### src/rtl/vga_timing_pkg.sv
`default_nettype none
// ============================================================================
//  Module      : vga_timing_pkg
//  Description : 640x480 timing constants, TinyVGA pin indices and the lock
//                state encoding shared by the receiver and the sync generator.
//  Revision    : 1.0 - initial release
// ============================================================================
package vga_timing_pkg;

  // Horizontal / vertical timing (clocks per line, lines per frame)
  localparam int VGA_H_TOTAL  = 800;
  localparam int VGA_H_ACTIVE = 640;
  localparam int VGA_HS_START = 656;
  localparam int VGA_V_TOTAL  = 525;
  localparam int VGA_V_ACTIVE = 480;
  localparam int VGA_VS_START = 490;
  localparam int VGA_TIMEOUT  = 1023;

  // TinyVGA pin positions within the 8-bit connector
  localparam int PIN_R1 = 0;
  localparam int PIN_G1 = 1;
  localparam int PIN_B1 = 2;
  localparam int PIN_VS = 3;
  localparam int PIN_R0 = 4;
  localparam int PIN_G0 = 5;
  localparam int PIN_B0 = 6;
  localparam int PIN_HS = 7;

  // Idle connector value: both active-low syncs high, colour off
  localparam logic [7:0] SYNC_IDLE = 8'h88;

  typedef enum logic [1:0] {
    LOCK_HUNT   = 2'd0,
    LOCK_ALIGN  = 2'd1,
    LOCK_LOCKED = 2'd2
  } lock_state_e;

  // Gather the scattered colour pins into {R1,R0,G1,G0,B1,B0}
  function automatic logic [5:0] pins_to_rgb(input logic [7:0] pins);
    return {pins[PIN_R1], pins[PIN_R0], pins[PIN_G1],
            pins[PIN_G0], pins[PIN_B1], pins[PIN_B0]};
  endfunction

endpackage
`default_nettype wire

### src/rtl/vga_in_sync.sv
`default_nettype none
// ============================================================================
//  Module      : vga_in_sync
//  Description : Two-flop synchronizer on all TinyVGA pins, an extra delay
//                stage on both syncs, and falling-edge detection of the syncs.
//  Revision    : 1.0 - initial release
// ============================================================================
module vga_in_sync
  import vga_timing_pkg::*;
(
  input  logic       clk,
  input  logic       rst_n,
  input  logic [7:0] vga_in,
  output logic [5:0] rgb,
  output logic       hs_fall,
  output logic       vs_fall
);

  logic [7:0] s1_q, s1_d;
  logic [7:0] s2_q, s2_d;
  logic       s3_hs_q, s3_hs_d;
  logic       s3_vs_q, s3_vs_d;

  // Shift every pin one stage per clock; only the syncs get the third stage
  always_comb begin
    s1_d    = vga_in;
    s2_d    = s1_q;
    s3_hs_d = s2_q[PIN_HS];
    s3_vs_d = s2_q[PIN_VS];
  end

  // Synchronizer registers; syncs reset to their inactive (high) level
  always_ff @(posedge clk or negedge rst_n) begin
    if (!rst_n) begin
      s1_q    <= SYNC_IDLE;
      s2_q    <= SYNC_IDLE;
      s3_hs_q <= 1'b1;
      s3_vs_q <= 1'b1;
    end else begin
      s1_q    <= s1_d;
      s2_q    <= s2_d;
      s3_hs_q <= s3_hs_d;
      s3_vs_q <= s3_vs_d;
    end
  end

  assign hs_fall = ~s2_q[PIN_HS] & s3_hs_q;
  assign vs_fall = ~s2_q[PIN_VS] & s3_vs_q;
  assign rgb     = pins_to_rgb(s2_q);

endmodule
`default_nettype wire

### src/rtl/vga_rx_monitor.sv
`default_nettype none
// ============================================================================
//  Module      : vga_rx_monitor
//  Description : Recovers pixel coordinates from a TinyVGA stream, tracks
//                timing lock, counts frames / timing errors and samples the
//                colour at a programmable probe coordinate.
//  Revision    : 1.0 - initial release
// ============================================================================
module vga_rx_monitor
  import vga_timing_pkg::*;
#(
  parameter int H_TOTAL  = VGA_H_TOTAL,
  parameter int V_TOTAL  = VGA_V_TOTAL,
  parameter int HS_START = VGA_HS_START,
  parameter int VS_START = VGA_VS_START,
  parameter int H_ACTIVE = VGA_H_ACTIVE,
  parameter int V_ACTIVE = VGA_V_ACTIVE,
  parameter int TIMEOUT  = VGA_TIMEOUT
) (
  input  logic       clk,
  input  logic       rst_n,
  input  logic [7:0] vga_in,
  input  logic [9:0] probe_x,
  input  logic [9:0] probe_y,
  output logic       locked,
  output logic [9:0] rx_hpos,
  output logic [9:0] rx_vpos,
  output logic       rx_de,
  output logic [5:0] rx_rgb,
  output logic [5:0] probe_rgb,
  output logic       probe_stb,
  output logic [7:0] frame_cnt,
  output logic [7:0] err_cnt
);

  localparam logic [9:0] H_LAST   = 10'(H_TOTAL - 1);
  localparam logic [9:0] V_LAST   = 10'(V_TOTAL - 1);
  localparam logic [9:0] HS_POS   = 10'(HS_START);
  localparam logic [9:0] HS_LOAD  = 10'(HS_START + 1);
  localparam logic [9:0] VS_POS   = 10'(VS_START);
  localparam logic [9:0] H_ACT    = 10'(H_ACTIVE);
  localparam logic [9:0] V_ACT    = 10'(V_ACTIVE);
  localparam logic [9:0] TMO_MAX  = 10'(TIMEOUT);
  localparam logic [9:0] TMO_LAST = 10'(TIMEOUT - 1);

  logic [5:0]  s2_rgb;
  logic        hs_fall, vs_fall;

  logic [9:0]  hpos_q, hpos_d;
  logic [9:0]  vpos_q, vpos_d;
  logic [9:0]  timeout_q, timeout_d;
  lock_state_e state_q, state_d;
  logic [7:0]  frame_cnt_q, frame_cnt_d;
  logic [7:0]  err_cnt_q, err_cnt_d;
  logic [5:0]  probe_rgb_q, probe_rgb_d;
  logic        probe_stb_q, probe_stb_d;

  logic        h_wrap, timing_err;

  vga_in_sync u_sync (
    .clk     (clk),
    .rst_n   (rst_n),
    .vga_in  (vga_in),
    .rgb     (s2_rgb),
    .hs_fall (hs_fall),
    .vs_fall (vs_fall)
  );

  // Coordinate recovery, error detection and timeout counting
  always_comb begin
    h_wrap     = (hpos_q == H_LAST) && !hs_fall;
    timing_err = (hs_fall && (hpos_q != HS_POS))
               || (vs_fall && ((vpos_q != VS_POS) || (hpos_q != 10'd0)))
               || (!hs_fall && (timeout_q == TMO_LAST));

    // An hsync edge re-aligns the column to the pixel after HS_START
    if (hs_fall)     hpos_d = HS_LOAD;
    else if (h_wrap) hpos_d = 10'd0;
    else             hpos_d = hpos_q + 10'd1;

    // A vsync edge wins over the end-of-line row advance
    vpos_d = vpos_q;
    if (vs_fall)     vpos_d = VS_POS;
    else if (h_wrap) vpos_d = (vpos_q == V_LAST) ? 10'd0 : vpos_q + 10'd1;

    // Counts clocks since the last hsync edge and parks at the limit
    if (hs_fall)                     timeout_d = 10'd0;
    else if (timeout_q == TMO_MAX)   timeout_d = timeout_q;
    else                             timeout_d = timeout_q + 10'd1;
  end

  // Lock FSM, statistics counters and probe capture
  always_comb begin
    state_d     = state_q;
    frame_cnt_d = frame_cnt_q;
    err_cnt_d   = err_cnt_q;
    probe_rgb_d = probe_rgb_q;
    probe_stb_d = 1'b0;

    case (state_q)
      LOCK_HUNT:   if (vs_fall) state_d = LOCK_ALIGN;
      LOCK_ALIGN:  if (timing_err) state_d = LOCK_HUNT;
                   else if (vs_fall) state_d = LOCK_LOCKED;
      LOCK_LOCKED: if (timing_err) state_d = LOCK_HUNT;
      default:     state_d = LOCK_HUNT;
    endcase

    // Errors seen while still hunting are expected and not counted
    if (timing_err && (state_q != LOCK_HUNT) && (err_cnt_q != 8'hFF))
      err_cnt_d = err_cnt_q + 8'd1;

    if (vs_fall && (state_q == LOCK_LOCKED))
      frame_cnt_d = frame_cnt_q + 8'd1;

    if ((state_q == LOCK_LOCKED) && (hpos_q == probe_x) && (vpos_q == probe_y)) begin
      probe_rgb_d = s2_rgb;
      probe_stb_d = 1'b1;
    end
  end

  // State registers
  always_ff @(posedge clk or negedge rst_n) begin
    if (!rst_n) begin
      hpos_q      <= 10'd0;
      vpos_q      <= 10'd0;
      timeout_q   <= 10'd0;
      state_q     <= LOCK_HUNT;
      frame_cnt_q <= 8'd0;
      err_cnt_q   <= 8'd0;
      probe_rgb_q <= 6'd0;
      probe_stb_q <= 1'b0;
    end else begin
      hpos_q      <= hpos_d;
      vpos_q      <= vpos_d;
      timeout_q   <= timeout_d;
      state_q     <= state_d;
      frame_cnt_q <= frame_cnt_d;
      err_cnt_q   <= err_cnt_d;
      probe_rgb_q <= probe_rgb_d;
      probe_stb_q <= probe_stb_d;
    end
  end

  assign locked    = (state_q == LOCK_LOCKED);
  assign rx_hpos   = hpos_q;
  assign rx_vpos   = vpos_q;
  assign rx_de     = locked && (hpos_q < H_ACT) && (vpos_q < V_ACT);
  assign rx_rgb    = rx_de ? s2_rgb : 6'd0;
  assign probe_rgb = probe_rgb_q;
  assign probe_stb = probe_stb_q;
  assign frame_cnt = frame_cnt_q;
  assign err_cnt   = err_cnt_q;

endmodule
`default_nettype wire

### config.mk
export PLATFORM = sky130hd
export DESIGN_NAME = vga_rx_monitor
export DESIGN_NICKNAME = d
export VERILOG_FILES = /design/src/rtl/vga_timing_pkg.sv /design/src/rtl/vga_in_sync.sv /design/src/rtl/vga_rx_monitor.sv
export SDC_FILE = /design/constraint.sdc
export NUM_CORES = 1
export LEC_CHECK = 0
export BUFFER_PORTS_ARGS = -buffer_cell sky130_fd_sc_hd__buf_4
export CAP_MARGIN = 0
export CORE_MARGIN = 1.5
export CORE_UTILIZATION = 54
export DETAILED_ROUTE_END_ITERATION = 7
export MAX_ROUTING_LAYER = met4
export PLACE_DENSITY = 0.81
export SYNTH_ARGS = -nofsm -noshare
export SYNTH_HDL_FRONTEND = slang
export SYNTH_SLANG_ARGS = --single-unit
### constraint.sdc
create_clock -name clk -period 2.65 [get_ports clk]
set_clock_uncertainty 0.05 [all_clocks]
set_input_delay 0 -clock clk [delete_from_list [all_inputs] [get_ports clk]]
set_output_delay 0 -clock clk [all_outputs]
set_load 0.01 [all_outputs]
# Word-level counts from Yosys, hierarchy flattened
# Cells that the tools add are included.
dict set report op_classes {
  addsub 5
  order_cmp 2
  n_eq_ne 15
  n_mux 14
  n_bitwise 4
  n_reduce_logical 20
}
# operator count
set op_table {}
lappend op_table {{2-to-1 mux 10 bit} 7}
lappend op_table {{== test 10 bit (second input constant)} 4}
lappend op_table {{adder 10 x 1 -> 10 bit (second input constant)} 3}
lappend op_table {{== test 10 bit} 2}
lappend op_table {{adder 8 x 1 -> 8 bit (second input constant)} 2}
lappend op_table {{logical AND 1 bit} 11}
lappend op_table {{< comparator 10 bit (second input constant)} 1}
lappend op_table {{< comparator 10 x 9 -> 1 bit (second input constant)} 1}
lappend op_table {{inequality test 10 bit (second input constant)} 1}
lappend op_table {{inequality test 10 x 9 -> 1 bit (second input constant)} 1}
lappend op_table {{nonzero test 10 bit} 1}
lappend op_table {{2-to-1 mux 2 bit} 4}
lappend op_table {{inequality test 8 bit (second input constant)} 1}
lappend op_table {{2-to-1 mux 6 bit} 1}
lappend op_table {{one-hot mux 2 bit (3 select lines)} 1}
lappend op_table {{inequality test 2 bit (second input constant)} 2}
lappend op_table {{nonzero test 2 bit} 2}
lappend op_table {{logical OR 1 bit} 3}
lappend op_table {{inequality test 3 bit (second input constant)} 1}
lappend op_table {{AND reduction 3 bit} 1}
lappend op_table {{bitwise AND 1 bit} 2}
lappend op_table {{== test 2 x 1 -> 1 bit (second input constant)} 1}
lappend op_table {{== test 2 bit (second input constant)} 1}
lappend op_table {{zero test 2 bit} 1}
lappend op_table {{4 further kinds} 5}
dict set report totals {
  register_bits 73
  inputBits 30
  word_cells 72
}

# Logic depth before layout (Yosys ltp)
dict set report depth {
  ltp_word 7
  ltp_mapped 7
  mapped_depth_nobuf 7
}

# Modules after synthesis
# Synthesis repeated with hierarchy kept, for this count alone.
dict set report unflattened {
  hier_cells 331
  hier_area_um2 3560.9
}
# mod instances cells_per_inst area_per_inst_um2
set by_module_without_submodules {}
lappend by_module_without_submodules {vga_rx_monitor 1 305 3030.4}
lappend by_module_without_submodules {vga_in_sync 1 26 530.5}

# Worst setup path before layout
# Ideal clock, no wire load.
dict set report synth_timing {
  kind {register to register}
  start {reg vpos_q[2] (netlist: rx_vpos[2])}
  end {reg probe_rgb_q[0] (netlist: probe_rgb[0])}
  t_arrival_ns 2.015
  slack_ns 0.460
  stages_incl_launch_ff 8
  n_path_buf 2
  synth_period_minus_slack_ns 2.190
  cell_sequence {dfrtp_1 buf_6 xor2_1 nor4_2 nand4_1 or4_1 buf_6 mux2_4}
}
dict set report synth_between {
  elab_chain_len 2
}
# item line_no
set synth_lines {}
lappend synth_lines {{from (decl)} vga_rx_monitor.sv:50} ;# logic [9:0] vpos_q, vpos_d;
lappend synth_lines {{from (signal assigned)} vga_rx_monitor.sv:134} ;# vpos_q <= vpos_d;
lappend synth_lines {{== test 10 bit} vga_rx_monitor.sv:115} ;# if ((state_q == LOCK_LOCKED) && (hpos_q == probe_x) && (vpos_q == probe_y)) begin
lappend synth_lines {{logical AND 1 bit} vga_rx_monitor.sv:115}
lappend synth_lines {{to (signal assigned)} vga_rx_monitor.sv:139} ;# probe_rgb_q <= probe_rgb_d;
lappend synth_lines {{to (decl)} vga_rx_monitor.sv:55} ;# logic [5:0] probe_rgb_q, probe_rgb_d;
# Every way passes these cells.
# A chain may end at the register's enable or synchronous reset.

# Final worst setup path
dict set report layout_timing {
  start {reg vpos_q[8] (netlist: rx_vpos[8])}
  end {reg probe_rgb_q[1] (netlist: probe_rgb[1])}
}
# Same word-level chain as after synthesis.

==> metrics.txt <==
# TYPE chip_impl_metric gauge
chip_impl_metric{name="critPathMaxStageDelay",unit="ns"} 0.74
chip_impl_metric{name="synth_enable_flop_cells",unit=""} 0
chip_impl_metric{name="antenna_found_initial",unit=""} 0
chip_impl_metric{name="ctsResizeCount",unit=""} 0
chip_impl_metric{name="finish.net_count",unit=""} 463
chip_impl_metric{name="synthCells",unit=""} 324
chip_impl_metric{name="post_drt_wl_per_cell",unit="um"} 16.8
chip_impl_metric{name="report.power.total",unit="mW"} 3.17
chip_impl_metric{name="worst-endpoint-required",unit="ns"} 2.85
chip_impl_info{name="cts_tree",value="built"} 1
chip_impl_metric{name="worstPathBufferInverterCount",unit=""} 0
chip_impl_metric{name="endpoints_failing_hold",unit=""} 0
chip_impl_metric{name="cts_max_path_buffers",unit=""} 2
chip_impl_metric{name="drt_iter0_markers",unit=""} 237
chip_impl_info{name="critical_path.reg2reg.startpoint",value="rx_vpos[8]"} 1
chip_impl_info{name="end_point_of_the_most_critical_hold_path",value="probe_stb"} 1
chip_impl_metric{name="num_vias",unit=""} 2893
chip_impl_metric{name="synthesized_flop_and_latch_total",unit=""} 73
chip_impl_metric{name="placedCellCount",unit=""} 479
chip_impl_metric{name="place.port_buffers",unit=""} 80
chip_impl_metric{name="die_area",unit="sq um"} 7090
chip_impl_metric{name="cts.sink_count",unit=""} 73
chip_impl_metric{name="clk_transition_reported_paths",unit="ns"} 0.09
chip_impl_metric{name="setup-tns-final",unit="ns"} 0
chip_impl_info{name="r2r_end",value="probe_rgb[1]"} 1
chip_impl_metric{name="drv_cap",unit=""} 0
chip_impl_info{name="worst_setup_path_start_kind",value="flop"} 1
chip_impl_metric{name="timing.final.max_slew_violations",unit=""} 0
chip_impl_metric{name="synth_fp_nets",unit=""} 363
chip_impl_metric{name="die_x",unit="um"} 84.2
chip_impl_info{name="timing_worst_setup_path_type",value="reg -> reg"} 1
chip_impl_metric{name="timing_worst_slew_pin_value",unit="ns"} 0.894
chip_impl_info{name="worstHoldStart",value="probe_y[6]"} 1
chip_impl_metric{name="period_needed",unit="ns"} 2.40
chip_impl_info{name="run_status",value="finished clean"} 1
chip_impl_metric{name="drc",unit=""} 0
chip_impl_metric{name="max-vdd-ir-drop",unit="mV"} 0.520
chip_impl_metric{name="vias_in_the_first_global_route",unit=""} 2800
chip_impl_metric{name="grt_first_pass_wirelength",unit="mm"} 14.0
chip_impl_metric{name="grt.total_usage",unit="%"} 26.0
chip_impl_metric{name="relSlewSlack",unit="%"} 40.4
chip_impl_metric{name="core_area",unit="sq um"} 6350
chip_impl_metric{name="cts-hold-fix-buffers",unit=""} 11
chip_impl_metric{name="async_reset_ff_share",unit="%"} 100
chip_impl_info{name="slowest_stage",value="sky130_fd_sc_hd__or4_1"} 1
chip_impl_metric{name="final_layout_size_suffix_gt1_share",unit="%"} 28.9
chip_impl_metric{name="relative_area_change_from_synthesis_to_final_layout",unit="%"} 30.3
chip_impl_metric{name="grt.overflow.total",unit=""} 0
chip_impl_metric{name="i_o_pins",unit=""} 81
chip_impl_metric{name="synth.yosys.seq_area_share",unit="%"} 51.5
chip_impl_metric{name="htreeDepth",unit=""} 3
chip_impl_metric{name="detail_route.first_pass.iterations",unit=""} 5
chip_impl_metric{name="floorplan.initialDensity",unit="%"} 56.1
chip_impl_metric{name="floorplan.die.height",unit="um"} 84.2
chip_impl_metric{name="syn_avg_cell_area",unit="sq um"} 11.0
chip_impl_metric{name="final_util",unit="%"} 73.1
chip_impl_metric{name="final_setup_violating_endpoints",unit=""} 0
chip_impl_metric{name="clk_latency",unit="ns"} 0.37
chip_impl_metric{name="yosys_cell_types",unit=""} 46
chip_impl_metric{name="final_wirelength",unit="mm"} 8.52
chip_impl_metric{name="timing.reg2reg.worst_path_depth",unit=""} 5
chip_impl_metric{name="clock.fmax",unit="MHz"} 416
chip_impl_metric{name="layout.cell_area.non_filler",unit="sq um"} 4640
chip_impl_info{name="synthFlopType",value="sky130_fd_sc_hd__dfrtp_1"} 1
chip_impl_metric{name="final_antenna_net_count",unit=""} 0
chip_impl_metric{name="detail_route.vias_per_cell",unit=""} 5.72
chip_impl_metric{name="hpwl",unit="mm"} 5.89
chip_impl_metric{name="mapped_area",unit="sq um"} 3560
chip_impl_info{name="path_cells",value="xor2_1 -> nor4_2 -> nand4_1 -> or4_1 -> mux2_4"} 1
chip_impl_metric{name="timing.hold.worst_path_depth",unit=""} 6
chip_impl_metric{name="grt_start_max_net_pins",unit=""} 74
chip_impl_metric{name="timing.final.crit_share",unit="%"} 90.7
chip_impl_info{name="hold_path_class",value="in -> reg"} 1
chip_impl_metric{name="power.leakage",unit="nW"} 2.16
chip_impl_metric{name="timing.critical_path.fanout_max",unit=""} 6
chip_impl_metric{name="antenna-diode-count",unit=""} 0
chip_impl_metric{name="final_cells",unit=""} 506
chip_impl_metric{name="place_congestion",unit=""} 0.894
chip_impl_info{name="rsz0062_at_grt",value="no"} 1
chip_impl_metric{name="regToRegSetupSlack",unit="ns"} 0.25
chip_impl_metric{name="post_cts_buffers",unit=""} 0
chip_impl_info{name="cts.root.buffer_cell",value="sky130_fd_sc_hd__clkbuf_8"} 1
chip_impl_metric{name="postPlaceCellArea",unit="sq um"} 4260
chip_impl_metric{name="cellPowerDensity",unit="nW/um^2"} 682
chip_impl_metric{name="worst_ep_arrival_time",unit="ns"} 2.61
chip_impl_metric{name="cts_made_buffers",unit=""} 9
chip_impl_info{name="critPathCaptureType",value="flop"} 1
chip_impl_metric{name="yosys_warnings",unit=""} 0
chip_impl_info{name="critical-path-top-delay-family",value="simple AND/OR/NAND/NOR gates"} 1
chip_impl_metric{name="number_of_rows_created_at_floorplan",unit=""} 29
[area by class of cell]
type                            count  area [sq um]
Sequential cell                    73          1830
Multi-Input combinational cell    234          1650
Timing Repair Buffer               98           763
Fill cell                         467          1710
Clock inverter                      7           149
Tap cell                           77          96.3
Inverter                            8          30.0
Clock buffer                        9           124
[state kept, by name (all words and copies together), names as in the netlist, 2 cells and up]
register and cells:
rx_hpos 10, rx_vpos 10, timeout_q 10, err_cnt 8, frame_cnt 8, u_sync.s1_q 8, u_sync.s2_q 8, probe_rgb 6
state_q 2
[cell families after synthesis]
family	after synthesis	share of synthesized area, %
fa+ha+maj	9	3.16
flops	73	51.5
buf+inv	17	2.28
mux	8	3.16
xor+xnor	46	11.3
compound gates	49	9.38
simple gates	122	19.2
[power breakdown]
part           switching (mW)  total [mW]  internal [mW]
Combinational           0.268       0.560          0.292
Clock                   0.463        1.20          0.734
Sequential              0.177        1.41           1.23
Total                   0.908        3.17           2.26
[metrics by stage]
| stage | hold slack [ns] | setup slack [ns] |
|---|---|---|
| after floorplan | -0.346 | 0.460 |
| after global placement | 0.0586 | 0.364 |
| after detailed placement | 0.0595 | 0.314 |
| after CTS | 0.00511 | 0.291 |
| after global routing | 0.0414 | 0.123 |
| final | 0.0171 | 0.245 |
[per-layer routing]
metal,GRT usage [%],vias to the layer above,share of wire [%]
met5,-,-,0
met2,38.9,110,47
met4,8.94,0,1.4
met3,5.51,11,6.4
li1,-,1357,-
met1,35.5,1415,45
[worst reg2reg max path, delay by kind of cell, from the launching register on]
family                    cells  cell delay (ns)
DFF                           1             0.47
xor gates and xnor gates      1             0.24
muxes                         1             0.36
and+or+nand+nor               3             1.18
[worst max-delay path by stage]
stage,end,cells past startpoint,start
floorplan,probe_rgb[0],7,rx_vpos[2]
global placement,probe_rgb[3],5,rx_vpos[2]
detailed placement,probe_rgb[4],5,rx_vpos[8]
CTS,probe_rgb[4],5,rx_vpos[8]
global route,probe_rgb[4],5,rx_vpos[8]
finish,probe_rgb[1],5,rx_vpos[8]
[cell usage after synthesis, types with 2 or more instances]
| master | n | area share [%] |
|---|---|---|
| sky130_fd_sc_hd__dfrtp_1 | 67 | 47 |
| sky130_fd_sc_hd__xor2_1 | 27 | 6.6 |
| sky130_fd_sc_hd__nand2_1 | 22 | 2.3 |
| sky130_fd_sc_hd__nor2_1 | 21 | 2.2 |
| sky130_fd_sc_hd__xnor2_1 | 19 | 4.7 |
| sky130_fd_sc_hd__a21oi_1 | 16 | 2.2 |
| sky130_fd_sc_hd__nand3_1 | 15 | 2.1 |
| sky130_fd_sc_hd__nand4_1 | 12 | 2.1 |
| sky130_fd_sc_hd__o21ai_0 | 10 | 1.4 |
| sky130_fd_sc_hd__ha_1 | 9 | 3.2 |
| sky130_fd_sc_hd__and3_1 | 8 | 1.4 |
| sky130_fd_sc_hd__inv_1 | 8 | 0.84 |
| sky130_fd_sc_hd__and2_1 | 6 | 1.1 |
| sky130_fd_sc_hd__dfstp_2 | 6 | 4.4 |
| sky130_fd_sc_hd__mux2_4 | 6 | 2.5 |
| sky130_fd_sc_hd__nor3_1 | 6 | 0.84 |
| sky130_fd_sc_hd__a211oi_1 | 5 | 1.1 |
| sky130_fd_sc_hd__a31oi_1 | 5 | 0.88 |
| sky130_fd_sc_hd__nand2b_1 | 5 | 0.88 |
| sky130_fd_sc_hd__and4_1 | 4 | 0.98 |
| sky130_fd_sc_hd__clkbuf_1 | 4 | 0.42 |
| sky130_fd_sc_hd__nor2b_1 | 4 | 0.70 |
| sky130_fd_sc_hd__nor4_1 | 3 | 0.53 |
| sky130_fd_sc_hd__nor4_2 | 3 | 1.1 |
| sky130_fd_sc_hd__a2111oi_0 | 2 | 0.49 |
| sky130_fd_sc_hd__and4bb_2 | 2 | 0.70 |
| sky130_fd_sc_hd__buf_2 | 2 | 0.28 |
| sky130_fd_sc_hd__buf_6 | 2 | 0.63 |
| sky130_fd_sc_hd__mux2_2 | 2 | 0.63 |
| sky130_fd_sc_hd__nand3b_1 | 2 | 0.42 |
| sky130_fd_sc_hd__nor3b_1 | 2 | 0.42 |
| sky130_fd_sc_hd__o211a_1 | 2 | 0.56 |
| sky130_fd_sc_hd__o311ai_0 | 2 | 0.49 |
| sky130_fd_sc_hd__or3_1 | 2 | 0.35 |
| sky130_fd_sc_hd__or4_1 | 2 | 0.42 |
[cell usage in the layout (no fill, tap or decap), types with 2 or more instances in the layout]
| cell | n |
|---|---|
| sky130_fd_sc_hd__dfrtp_1 | 67 |
| sky130_fd_sc_hd__inv_1 | 8 |
| sky130_fd_sc_hd__nand3_1 | 15 |
| sky130_fd_sc_hd__nor3_1 | 6 |
| sky130_fd_sc_hd__nor2_1 | 21 |
| sky130_fd_sc_hd__and4_1 | 4 |
| sky130_fd_sc_hd__or3_1 | 2 |
| sky130_fd_sc_hd__o311ai_0 | 2 |
| sky130_fd_sc_hd__dlygate4sd3_1 | 11 |
| sky130_fd_sc_hd__a2111oi_0 | 2 |
| sky130_fd_sc_hd__buf_4 | 87 |
| sky130_fd_sc_hd__a21oi_1 | 16 |
| sky130_fd_sc_hd__bufinv_16 | 4 |
| sky130_fd_sc_hd__nand4_1 | 12 |
| sky130_fd_sc_hd__a31oi_1 | 5 |
| sky130_fd_sc_hd__or4_1 | 2 |
| sky130_fd_sc_hd__o21ai_0 | 10 |
| sky130_fd_sc_hd__clkbuf_8 | 9 |
| sky130_fd_sc_hd__dfstp_2 | 6 |
| sky130_fd_sc_hd__ha_1 | 9 |
| sky130_fd_sc_hd__nand3b_1 | 2 |
| sky130_fd_sc_hd__o211a_1 | 2 |
| sky130_fd_sc_hd__a211oi_1 | 5 |
| sky130_fd_sc_hd__inv_6 | 2 |
| sky130_fd_sc_hd__nor4_2 | 3 |
| sky130_fd_sc_hd__and3_1 | 8 |
| sky130_fd_sc_hd__nor4_1 | 3 |
| sky130_fd_sc_hd__nor2b_1 | 4 |
| sky130_fd_sc_hd__mux2_2 | 2 |
| sky130_fd_sc_hd__nor3b_1 | 2 |
| sky130_fd_sc_hd__and2_1 | 6 |
| sky130_fd_sc_hd__xor2_1 | 27 |
| sky130_fd_sc_hd__and4bb_2 | 2 |
| sky130_fd_sc_hd__nand2_1 | 22 |
| sky130_fd_sc_hd__nand2b_1 | 5 |
| sky130_fd_sc_hd__xnor2_1 | 19 |
| sky130_fd_sc_hd__mux2_4 | 6 |
(Power assumes the default switching activity.)
